<file path="src/rtl/rmac_fp_pkg.sv">
// rtl/rmac_fp_pkg.sv - shared FP32 field widths, saturation bounds and field struct for the RMAC datapath
package rmac_fp_pkg;

    localparam int EXP_W = 8;
    localparam int MAN_W = 23;
    localparam int BIAS  = 127;

    // Bounds substituted for results that leave the normal exponent range
    localparam logic [EXP_W-1:0] EXP_SAT_HI = 8'hFE;
    localparam logic [EXP_W-1:0] EXP_SAT_LO = 8'h01;
    localparam logic [MAN_W-1:0] MAN_SAT_HI = '1;

    typedef struct packed {
        logic             sign;
        logic [EXP_W-1:0] exp;
        logic [MAN_W-1:0] mantissa;
    } fp32_t;

endpackage

</file>
<file path="src/rtl/fp_exp_saturate.sv">
// rtl/fp_exp_saturate.sv - clamps a wide signed result exponent into the normal range with matching fraction
module fp_exp_saturate
    import rmac_fp_pkg::*;
(
    input  logic [EXP_W+1:0] exp_in,   // two's complement, EXP_W+2 bits
    input  logic [MAN_W-1:0] man_in,
    output logic [EXP_W-1:0] exp_out,
    output logic [MAN_W-1:0] man_out,
    output logic             ovf,
    output logic             udf
);

    logic neg;

    assign neg = exp_in[EXP_W+1];
    // Zero or negative exponent has no normal encoding
    assign udf = neg | (exp_in == '0);
    // All-ones exponent (and above) would alias Inf/NaN
    assign ovf = ~neg & (exp_in[EXP_W:0] >= {1'b0, {EXP_W{1'b1}}});

    // Select the clamped bound or pass the in-range result through
    always_comb begin
        exp_out = exp_in[EXP_W-1:0];
        man_out = man_in;
        if (ovf) begin
            exp_out = EXP_SAT_HI;
            man_out = MAN_SAT_HI;
        end else if (udf) begin
            exp_out = EXP_SAT_LO;
            man_out = '0;
        end
    end

endmodule

</file>
<file path="src/rtl/fp_div_approx_pipe.sv">
// rtl/fp_div_approx_pipe.sv - two-stage log-domain approximate FP32 divider with valid/ready and saturation count
module fp_div_approx_pipe #(
    parameter int EXP_W = rmac_fp_pkg::EXP_W,
    parameter int MAN_W = rmac_fp_pkg::MAN_W,
    parameter int BIAS  = rmac_fp_pkg::BIAS,
    parameter int CNT_W = 16
) (
    input  logic             clk,
    input  logic             rst,
    input  logic             in_valid,
    output logic             in_ready,
    input  logic             sign_x,
    input  logic             sign_y,
    input  logic [EXP_W-1:0] exp_x,
    input  logic [EXP_W-1:0] exp_y,
    input  logic [MAN_W-1:0] mantissa_x,
    input  logic [MAN_W-1:0] mantissa_y,
    output logic             out_valid,
    input  logic             out_ready,
    output logic             sign_out,
    output logic [EXP_W-1:0] exp_out,
    output logic [MAN_W-1:0] mantissa_out,
    output logic             out_ovf,
    output logic             out_udf,
    input  logic             sat_clr,
    output logic [CNT_W-1:0] sat_count
);
    import rmac_fp_pkg::*;

    logic             v1, v2, en1, en2;
    logic [MAN_W:0]   diff_d;
    logic             borrow_d;
    logic [EXP_W+1:0] exp_d;

    logic             s1_sign;
    logic [MAN_W-1:0] s1_frac;
    logic [EXP_W+1:0] s1_exp;

    logic [EXP_W-1:0] sat_exp;
    logic [MAN_W-1:0] sat_man;
    logic             sat_ovf, sat_udf;

    fp32_t            s2_q;
    logic             s2_ovf, s2_udf;

    // A stage may load when it is empty or its contents move on this edge
    assign en2      = ~v2 | out_ready;
    assign en1      = ~v1 | en2;
    assign in_ready = en1;

    // Mantissa subtraction; a borrow means the quotient fraction dropped below 1.0
    assign diff_d   = {1'b0, mantissa_x} - {1'b0, mantissa_y};
    assign borrow_d = diff_d[MAN_W];
    // Modular EXP_W+2-bit arithmetic; operand range keeps the signed result in [-129, 382]
    assign exp_d    = {2'b00, exp_x} - {2'b00, exp_y} + (EXP_W+2)'(BIAS)
                    - {{(EXP_W+1){1'b0}}, borrow_d};

    // Stage 1: sign, wrapped fraction and unclamped exponent
    always_ff @(posedge clk or posedge rst) begin
        if (rst) begin
            v1      <= 1'b0;
            s1_sign <= 1'b0;
            s1_frac <= '0;
            s1_exp  <= '0;
        end else if (en1) begin
            v1 <= in_valid;
            if (in_valid) begin
                s1_sign <= sign_x ^ sign_y;
                s1_frac <= diff_d[MAN_W-1:0];
                s1_exp  <= exp_d;
            end
        end
    end

    fp_exp_saturate u_sat (
        .exp_in  (s1_exp),
        .man_in  (s1_frac),
        .exp_out (sat_exp),
        .man_out (sat_man),
        .ovf     (sat_ovf),
        .udf     (sat_udf)
    );

    // Stage 2: clamped result held as the output register
    always_ff @(posedge clk or posedge rst) begin
        if (rst) begin
            v2     <= 1'b0;
            s2_q   <= '0;
            s2_ovf <= 1'b0;
            s2_udf <= 1'b0;
        end else if (en2) begin
            v2 <= v1;
            if (v1) begin
                s2_q.sign     <= s1_sign;
                s2_q.exp      <= sat_exp;
                s2_q.mantissa <= sat_man;
                s2_ovf        <= sat_ovf;
                s2_udf        <= sat_udf;
            end
        end
    end

    assign out_valid    = v2;
    assign sign_out     = s2_q.sign;
    assign exp_out      = s2_q.exp;
    assign mantissa_out = s2_q.mantissa;
    assign out_ovf      = s2_ovf;
    assign out_udf      = s2_udf;

    // Count saturated results as they are handed off; clear wins, no wrap
    always_ff @(posedge clk or posedge rst) begin
        if (rst) begin
            sat_count <= '0;
        end else if (sat_clr) begin
            sat_count <= '0;
        end else if (out_valid && out_ready && (out_ovf || out_udf) && (sat_count != '1)) begin
            sat_count <= sat_count + {{(CNT_W-1){1'b0}}, 1'b1};
        end
    end

endmodule

</file>
<file path="config.mk">
export PLATFORM = sky130hd
export DESIGN_NAME = fp_div_approx_pipe
export DESIGN_NICKNAME = d
export VERILOG_FILES = /design/src/rtl/rmac_fp_pkg.sv /design/src/rtl/fp_exp_saturate.sv /design/src/rtl/fp_div_approx_pipe.sv
export SDC_FILE = /design/constraint.sdc
export NUM_CORES = 1
export LEC_CHECK = 0
export ABC_AREA = 1
export BUFFER_PORTS_ARGS = -buffer_cell sky130_fd_sc_hd__buf_2
export CAP_MARGIN = 20
export CORE_MARGIN = 5
export CORE_UTILIZATION = 50
export CTS_BUF_LIST = sky130_fd_sc_hd__clkbuf_4
export DETAILED_ROUTE_END_ITERATION = 12
export GPL_TIMING_DRIVEN = 0
export PLACE_DENSITY = 0.71
export SYNTH_ARGS = -nofsm -noshare
export SYNTH_HDL_FRONTEND = slang
export SYNTH_SLANG_ARGS = --single-unit
</file>
<file path="constraint.sdc">
create_clock -name clk -period 3.81 [get_ports clk]
set_input_delay 0.762 -clock clk [delete_from_list [all_inputs] [get_ports clk]]
set_output_delay 0.762 -clock clk [all_outputs]
set_load 0.03 [all_outputs]
</file>
==> insert_results.sql, run 1 <==
INSERT INTO impl_metrics (metric_group, metric, value, unit) VALUES
('sta', 'timing.fmax', '0.325', 'GHz'),
('layout', 'area.sequential', '2150', 'um^2'),
('worst_setup_path', 'setup.reg_to_reg.worst_slack', '1.96', 'ns'),
('synth', 'synth_seq_cells', '86', ''),
('drt', 'drt.antenna.violating_nets', '0', ''),
('drt', 'first_iter_violations', '363', ''),
('synth', 'synth_mux_area_share', '0', '%'),
('clock_network', 'clock_insertion_delay_worst_skew', '0.44', 'ns'),
('grt', 'grt_antenna_before_repair', '1', ''),
('power_and_ir_drop', 'vdd_drop_max', '0.194', 'mV'),
('worst_setup_path', 'critical_register_to_register_path_endpoint', 'sat_count[6]$_DFFE_PP0P_', ''),
('clock_network', 'htree_num_levels', '3', ''),
('sta', 'final_hold_viol_count', '0', ''),
('worst_setup_path', 'timing.critical_path.arrival', '3.39', 'ns'),
('synth', 'synth.net_count', '979', ''),
('clock_network', 'cts-hold-fix-buffers', '0', ''),
('grt', 'grt_use_total', '20.4', '%'),
('worst_setup_path', 'rr_startpoint', 'sat_count[0]$_DFFE_PP0P_', ''),
('synth', 'synth.distinct_cells', '34', ''),
('floorplan', 'row_count', '40', ''),
('grt', 'first_global_vias', '5212', ''),
('drt', 'vias', '5668', ''),
('synth', 'main_combinational_cell_family_by_area_after_synthesis', 'simple AND/OR/NAND/NOR gates', ''),
('worst_setup_path', 'cp.required', '4.12', 'ns'),
('layout', 'multi_input_area', '3170', 'um^2'),
('worst_setup_path', 'worstPathCellList', 'buf_2 > ha_1 > nand2_1 > nand2_1 > nand2_1 > nand3_1 > nand2_1 > nand3_1 > nand3_1 > nand2_1 > ha_1 > ha_1 > fa_1 > a31oi_1 > xor2_1 > o21ai_0', ''),
('floorplan', 'ios', '121', ''),
('sta', 'fin_tns_setup', '0', 'ns'),
('floorplan', 'fp.dieW', '119', 'um'),
('synth', 'synth_area_per_cell', '6.90', 'um^2'),
('placement', 'detailed_place.area', '6790', 'um^2'),
('grt', 'global_route.overflow_total', '0', ''),
('synth', 'synth_async_sr_flop_share', '100', '%'),
('synth', 'synth.most_common_cell', 'nand2_1', ''),
('sta', 'finClkSkew', '0.0106', 'ns'),
('placement', 'port-buffer-count', '119', ''),
('clock_network', 'post_cts_buffers', '0', ''),
('worst_setup_path', 'critical_path.slowest_cell', 'fa_1', ''),
('layout', 'design_area', '6980', 'um^2'),
('sta', 'grt_setup_unrepaired', 'no', ''),
('drt', 'drt-total-wl', '14300', 'um'),
('sta', 'slew_violations', '0', ''),
('grt', 'global_route_wire_length_before_repair', '23900', 'um'),
('hold_path', 'hold_class', 'input port to asynchronous set/reset pin', ''),
('sta', 'final_setup_violation_count', '0', ''),
('power_and_ir_drop', 'power.leakage', '0.00398', 'uW'),
('synth', 'post_synth_and_or_nand_nor_area_fraction', '32.5', '%'),
('job', 'max-cap-violations', '0', ''),
('worst_setup_path', 'r2r.worst_path.cells', '9', ''),
('synth', 'synth_top_area_share', '36.0', '%'),
('sta', 'final_min_period_over_clock_period', '80.8', '%'),
('synth', 'netlist_top_cells_area', 'dfrtp_1 36%, nand2_1 19%, inv_1 9.3%', ''),
('floorplan', 'core', '11900', 'um^2'),
('drt', 'avgViaCountPerCell', '4.92', ''),
('sta', 'min_period', '3.08', 'ns'),
('synth', 'synthAdderAreaFrac', '9.37', '%'),
('layout', 'fin_util', '58.9', '%'),
('synth', 'synth_top_cell_by_area', 'dfrtp_1', ''),
('status', 'status', 'finished clean', ''),
('placement', 'dpl.cell_count', '1134', ''),
('worst_setup_path', 'critical_path_class', 'input port to flop', ''),
('synth', 'number_of_enable_flip_flop_cells_after_synthesis', '0', ''),
('synth', 'synthTopCellsByCount', '302 x nand2_1, 149 x inv_1, 86 x dfrtp_1', ''),
('clock_network', 'numClockSinks', '86', ''),
('worst_setup_path', 'end_kind', 'flop', ''),
('worst_setup_path', 'slowest_delay', '0.43', 'ns'),
('clock_network', 'cts_tree', 'built', ''),
('synth', 'synth_cells', '867', ''),
('placement', 'place.gp.congestion', '0.968', ''),
('clock_network', 'numCtsBuffers', '9', ''),
('worst_setup_path', 'element_type_at_the_critical_path_start', 'input port', '');
-- final cells by class --
type / instances / area share (%)
flip-flops and latches: 86 / 30.8
well taps: 147 / 2.63
clock inverters: 4 / 1.36
repair buffers: 120 / 8.93
multi-input cells: 611 / 45.5
clock buffers: 12 / 1.29
diodes: 1 / 0.0358
plain buffers: 18 / 1.17
inverters: 152 / 8.30
-- logic make-up after synthesis --
logic type / after synthesis
flip-flops: 86
buffers and inverters: 170
AND/OR/NAND/NOR: 464
AO/OA/AOI/OAI: 81
XOR/XNOR: 23
adder cells (fa/ha/maj): 43
-- power breakdown --
| group | switching [uW] | leakage, uW | internal [uW] |
|---|---|---|---|
| Sequential | 165 | 0.00107 | 1190 |
| Clock | 296 | 0.000102 | 354 |
| Combinational | 1070 | 0.00280 | 504 |
| Total | 1530 | 0.00398 | 2050 |
-- cell usage in the layout (no fill, tap or decap), types with 12 or more instances in the layout --
master / count
o21ai_0: 33
nand3_1: 77
xor2_1: 13
ha_1: 40
buf_2: 124
dfrtp_1: 86
nor3_1: 12
nand2_1: 302
inv_1: 148
a21oi_1: 25
clkbuf_4: 12
nor2_1: 43
-- flip-flops by register name (all words and copies together), names as in the netlist, 8 cells and up --
register and flops:
exp_out 8, mantissa_out 23, s1_exp 10, s1_frac 23, sat_count 16
-- worst max-delay path by stage --
stage	slack (ns)	endpoint	start
4_1_cts	0.76	s1_exp[5]$_DFFE_PP0P_	mantissa_x[12]
2_1_floorplan	0.71	s1_exp[5]$_DFFE_PP0P_	mantissa_y[12]
6_report	0.73	s1_exp[5]$_DFFE_PP0P_	mantissa_x[2]
3_5_place_dp	0.28	s1_exp[5]$_DFFE_PP0P_	mantissa_x[12]
5_1_grt	0.47	s1_exp[5]$_DFFE_PP0P_	mantissa_x[3]
3_3_place_gp	-0.19	s1_frac[0]$_DFFE_PP0P_	rst
-- through the flow --
| stage | hold WS, ns | power, uW | setup slack (ns) |
|---|---|---|---|
| after detailed placement | 0.464 | 2950 | 0.284 |
| final | 0.253 | 3580 | 0.731 |
| after CTS | 0.233 | 3610 | 0.760 |
| after global routing | 0.258 | 3850 | 0.466 |
| after global placement | 0.459 | 2930 | -0.186 |
| after floorplan | 0.442 | 2470 | 0.710 |
-- critical path, delay by kind of cell --
kind	cells	cell delay, ns
xor+xnor	1	0.16
fa+ha+maj	4	1.21
simple gates	8	0.88
buf+inv	1	0.10
compound gates	2	0.29
-- per-layer routing --
metal  vias to the layer above  track usage [%]  share of wire, %
met5                         -                0                 0
met4                         0             8.52               2.7
met3                        23             1.85               5.0
met2                       150             32.2                44
met1                      2498             28.8                49
li1                       2997                -                 -
Note: power is estimated with default switching activity, not from simulation.
==> run 2: changes to the inputs <==
- clock period: 3.81 -> 2.94 ns (I/O delays scaled with it)
==> run 2 against run 1 <==
Against the previous run:
- sequential share of layout area shrank 0.43 points
- power grew 31%
- utilization grew 0.82 points
- largest power group unchanged
==> insert_results.sql, run 2 (same netlist as run 1, synthesis figures left out) <==
INSERT INTO impl_metrics (metric_group, metric, value, unit) VALUES
('layout', 'drive_gt1_share', '17.6', '%'),
('layout', 'layout_common_cells', '300 x nand2_1, 148 x inv_1, 124 x buf_2', ''),
('drt', 'post-route-drc-count', '0', ''),
('drt', 'vias', '5745', ''),
('worst_setup_path', 'cp.required', '3.25', 'ns'),
('clock_network', 'numClockSinks', '86', ''),
('clock_network', 'clock_insertion_delay_worst_skew', '0.44', 'ns'),
('power_and_ir_drop', 'power.leakage', '0.00398', 'uW'),
('drt', 'drtPass1Iterations', '5', ''),
('grt', 'global_route.overflow_total', '0', ''),
('worst_setup_path', 'crit_path_top_cell_by_count', 'nand2_1', ''),
('layout', 'synthesis_to_layout_area_growth', '18.3', '%'),
('layout', 'fin_util', '59.7', '%'),
('clock_network', 'numCtsBuffers', '9', ''),
('drt', 'drt-total-wl', '14500', 'um'),
('worst_setup_path', 'worstPathCellList', 'buf_2 > ha_1 > nand2_1 > inv_1 > nand2_1 > nand2_1 > a21oi_2 > nand3_2 > nand3_1 > nand2_2 > ha_1 > ha_2 > fa_2 > a31oi_1 > xor2_1 > o21ai_0', ''),
('floorplan', 'ios', '121', ''),
('worst_setup_path', 'end_kind', 'flop', ''),
('power_and_ir_drop', 'vdd_drop_max', '0.251', 'mV'),
('sta', 'timing.fmax', '0.366', 'GHz'),
('sta', 'setup_ws', '0.210', 'ns'),
('worst_setup_path', 'element_type_at_the_critical_path_start', 'input port', ''),
('clock_network', 'cts_root_buffer', 'clkbuf_4', ''),
('grt', 'global_route_wire_length_before_repair', '23900', 'um'),
('layout', 'nFillCells', '1188', ''),
('sta', 'final_min_period_over_clock_period', '92.9', '%'),
('sta', 'slew_violations', '0', ''),
('sta', 'slew_headroom', '63.2', '%'),
('sta', 'grt_setup_unrepaired', 'no', ''),
('layout', 'layout.cells.most_common', 'nand2_1', ''),
('grt', 'grt_antenna_before_repair', '1', ''),
('grt', 'grt_use_total', '20.4', '%'),
('sta', 'final_setup_violation_count', '0', ''),
('clock_network', 'clockBufferDepth', '2', ''),
('placement', 'port-buffer-count', '119', ''),
('worst_setup_path', 'critical_path.slowest_cell', 'fa_2', ''),
('worst_setup_path', 'slowest_delay', '0.41', 'ns'),
('drt', 'first_iter_violations', '382', ''),
('floorplan', 'fp.dieW', '119', 'um'),
('grt', 'grt_max_degree', '68', ''),
('floorplan', 'core', '11900', 'um^2'),
('placement', 'hpwlAfterDp', '11500', 'um'),
('placement', 'pre_cts_slack', '-0.412', 'ns'),
('layout', 'fin_cells', '1152', ''),
('clock_network', 'cts_tree', 'built', ''),
('worst_setup_path', 'timing.critical_path.arrival', '3.04', 'ns'),
('floorplan', 'initial_util', '50.4', '%'),
('worst_setup_path', 'critPathMaxFanout', '5', ''),
('job', 'max-cap-violations', '0', ''),
('floorplan', 'die_area', '14300', 'um^2'),
('worst_setup_path', 'r2r.worst_path.cells', '9', ''),
('sta', 'fin_tns_setup', '0', 'ns'),
('sta', 'final_hold_viol_count', '0', ''),
('clock_network', 'htree_num_levels', '3', ''),
('placement', 'dpl.cell_count', '1134', ''),
('floorplan', 'die-height', '119', 'um'),
('worst_setup_path', 'worst_path_top_cell_family_by_delay', 'adder cells', ''),
('sta', 'min_period', '2.73', 'ns'),
('drt', 'avgViaCountPerCell', '4.99', ''),
('layout', 'design_area', '7080', 'um^2'),
('worst_setup_path', 'critical_path_cell_count', '16', ''),
('floorplan', 'row_count', '40', ''),
('status', 'status', 'finished clean', ''),
('hold_path', 'hold_class', 'input port to asynchronous set/reset pin', ''),
('layout', 'final_nets', '1111', ''),
('grt', 'first_global_vias', '5212', ''),
('worst_setup_path', 'critical_path_class', 'input port to flop', ''),
('drt', 'drt.antenna.violating_nets', '0', ''),
('placement', 'place.gp.congestion', '0.968', ''),
('sta', 'worst_max_slew_pin_slew', '0.552', 'ns'),
('placement', 'detailed_place.area', '6790', 'um^2'),
('power_and_ir_drop', 'power-per-cell-area', '661', 'nW/um^2'),
('drt', 'routedWlPerCell', '12.6', 'um'),
('clock_network', 'clkSlewWorstSetupHoldPaths', '0.12', 'ns'),
('worst_setup_path', 'worst-path-buf-inv', '2', ''),
('sta', 'finClkSkew', '0.0105', 'ns');
## run 2: repair_timing
item / CTS / global route
setup buffers: 0 / 1
resized for setup: 0 / 19
setup endpoints to repair: 0 / 4
hold buffers: 0 / 0
## run 2: area by class of cell
cell class                 instances  area, um^2  share of cell area, %
clock buffer                      12        90.1                   1.27
buffer                            18        81.3                   1.15
multi-input combinational        611        3260                   46.1
sequential                        86        2150                   30.4
inverter                         152         579                   8.18
clock inverter                     4        95.1                   1.34
antenna                            1        2.50                 0.0354
tap                              147         184                   2.60
timing repair buffer             121         631                   8.91
## run 2: power breakdown
| part | internal [uW] | total, uW | switching [uW] |
|---|---|---|---|
| clock | 459 | 844 | 385 |
| combinational | 676 | 2080 | 1400 |
| sequential | 1540 | 1760 | 215 |
| total | 2680 | 4680 | 2000 |
## run 2: per-stage QoR
step	total power, uW	hold WS [ns]
after detailed placement	3830	0.464
after global placement	3800	0.459
after floorplan	3210	0.442
final	4680	0.0810
after global routing	5030	0.0836
after CTS	4670	0.0593
## run 2: worst reg2reg max path, cell delays in order, from the launching register on
cell,delay [ns]
dfrtp_1,0.42
ha_1,0.24
nand3_1,0.20
nor3_2,0.23
nand3_1,0.12
nand2_2,0.09
nand2_1,0.15
clkinv_2,0.17
nand2_1,0.07
o31ai_1,0.07
## run 2: final timing paths
check | end | start | slack (ns)
min in group clk | out_valid$_DFFE_PP0P_ | out_ready | 0.42
min | mantissa_out[15]$_DFFE_PP0P_ | rst | 0.08
max | s1_exp[5]$_DFFE_PP0P_ | mantissa_x[16] | 0.21
min reg2reg | sign_out$_DFFE_PP0P_ | s1_sign$_DFFE_PP0P_ | 0.49
max reg2reg | sat_count[6]$_DFFE_PP0P_ | sat_count[0]$_DFFE_PP0P_ | 1.10
max in group asynchronous | s1_frac[7]$_DFFE_PP0P_ | rst | 2.25
## run 2: per-layer routing
layer | routed length (um) | GRT usage [%] | vias up
li1 | - | - | 2999
met1 | 6960 | 28.8 | 2573
met2 | 6410 | 32.2 | 149
met3 | 736 | 1.85 | 24
met4 | 387 | 8.52 | 0
met5 | 0 | 0 | -
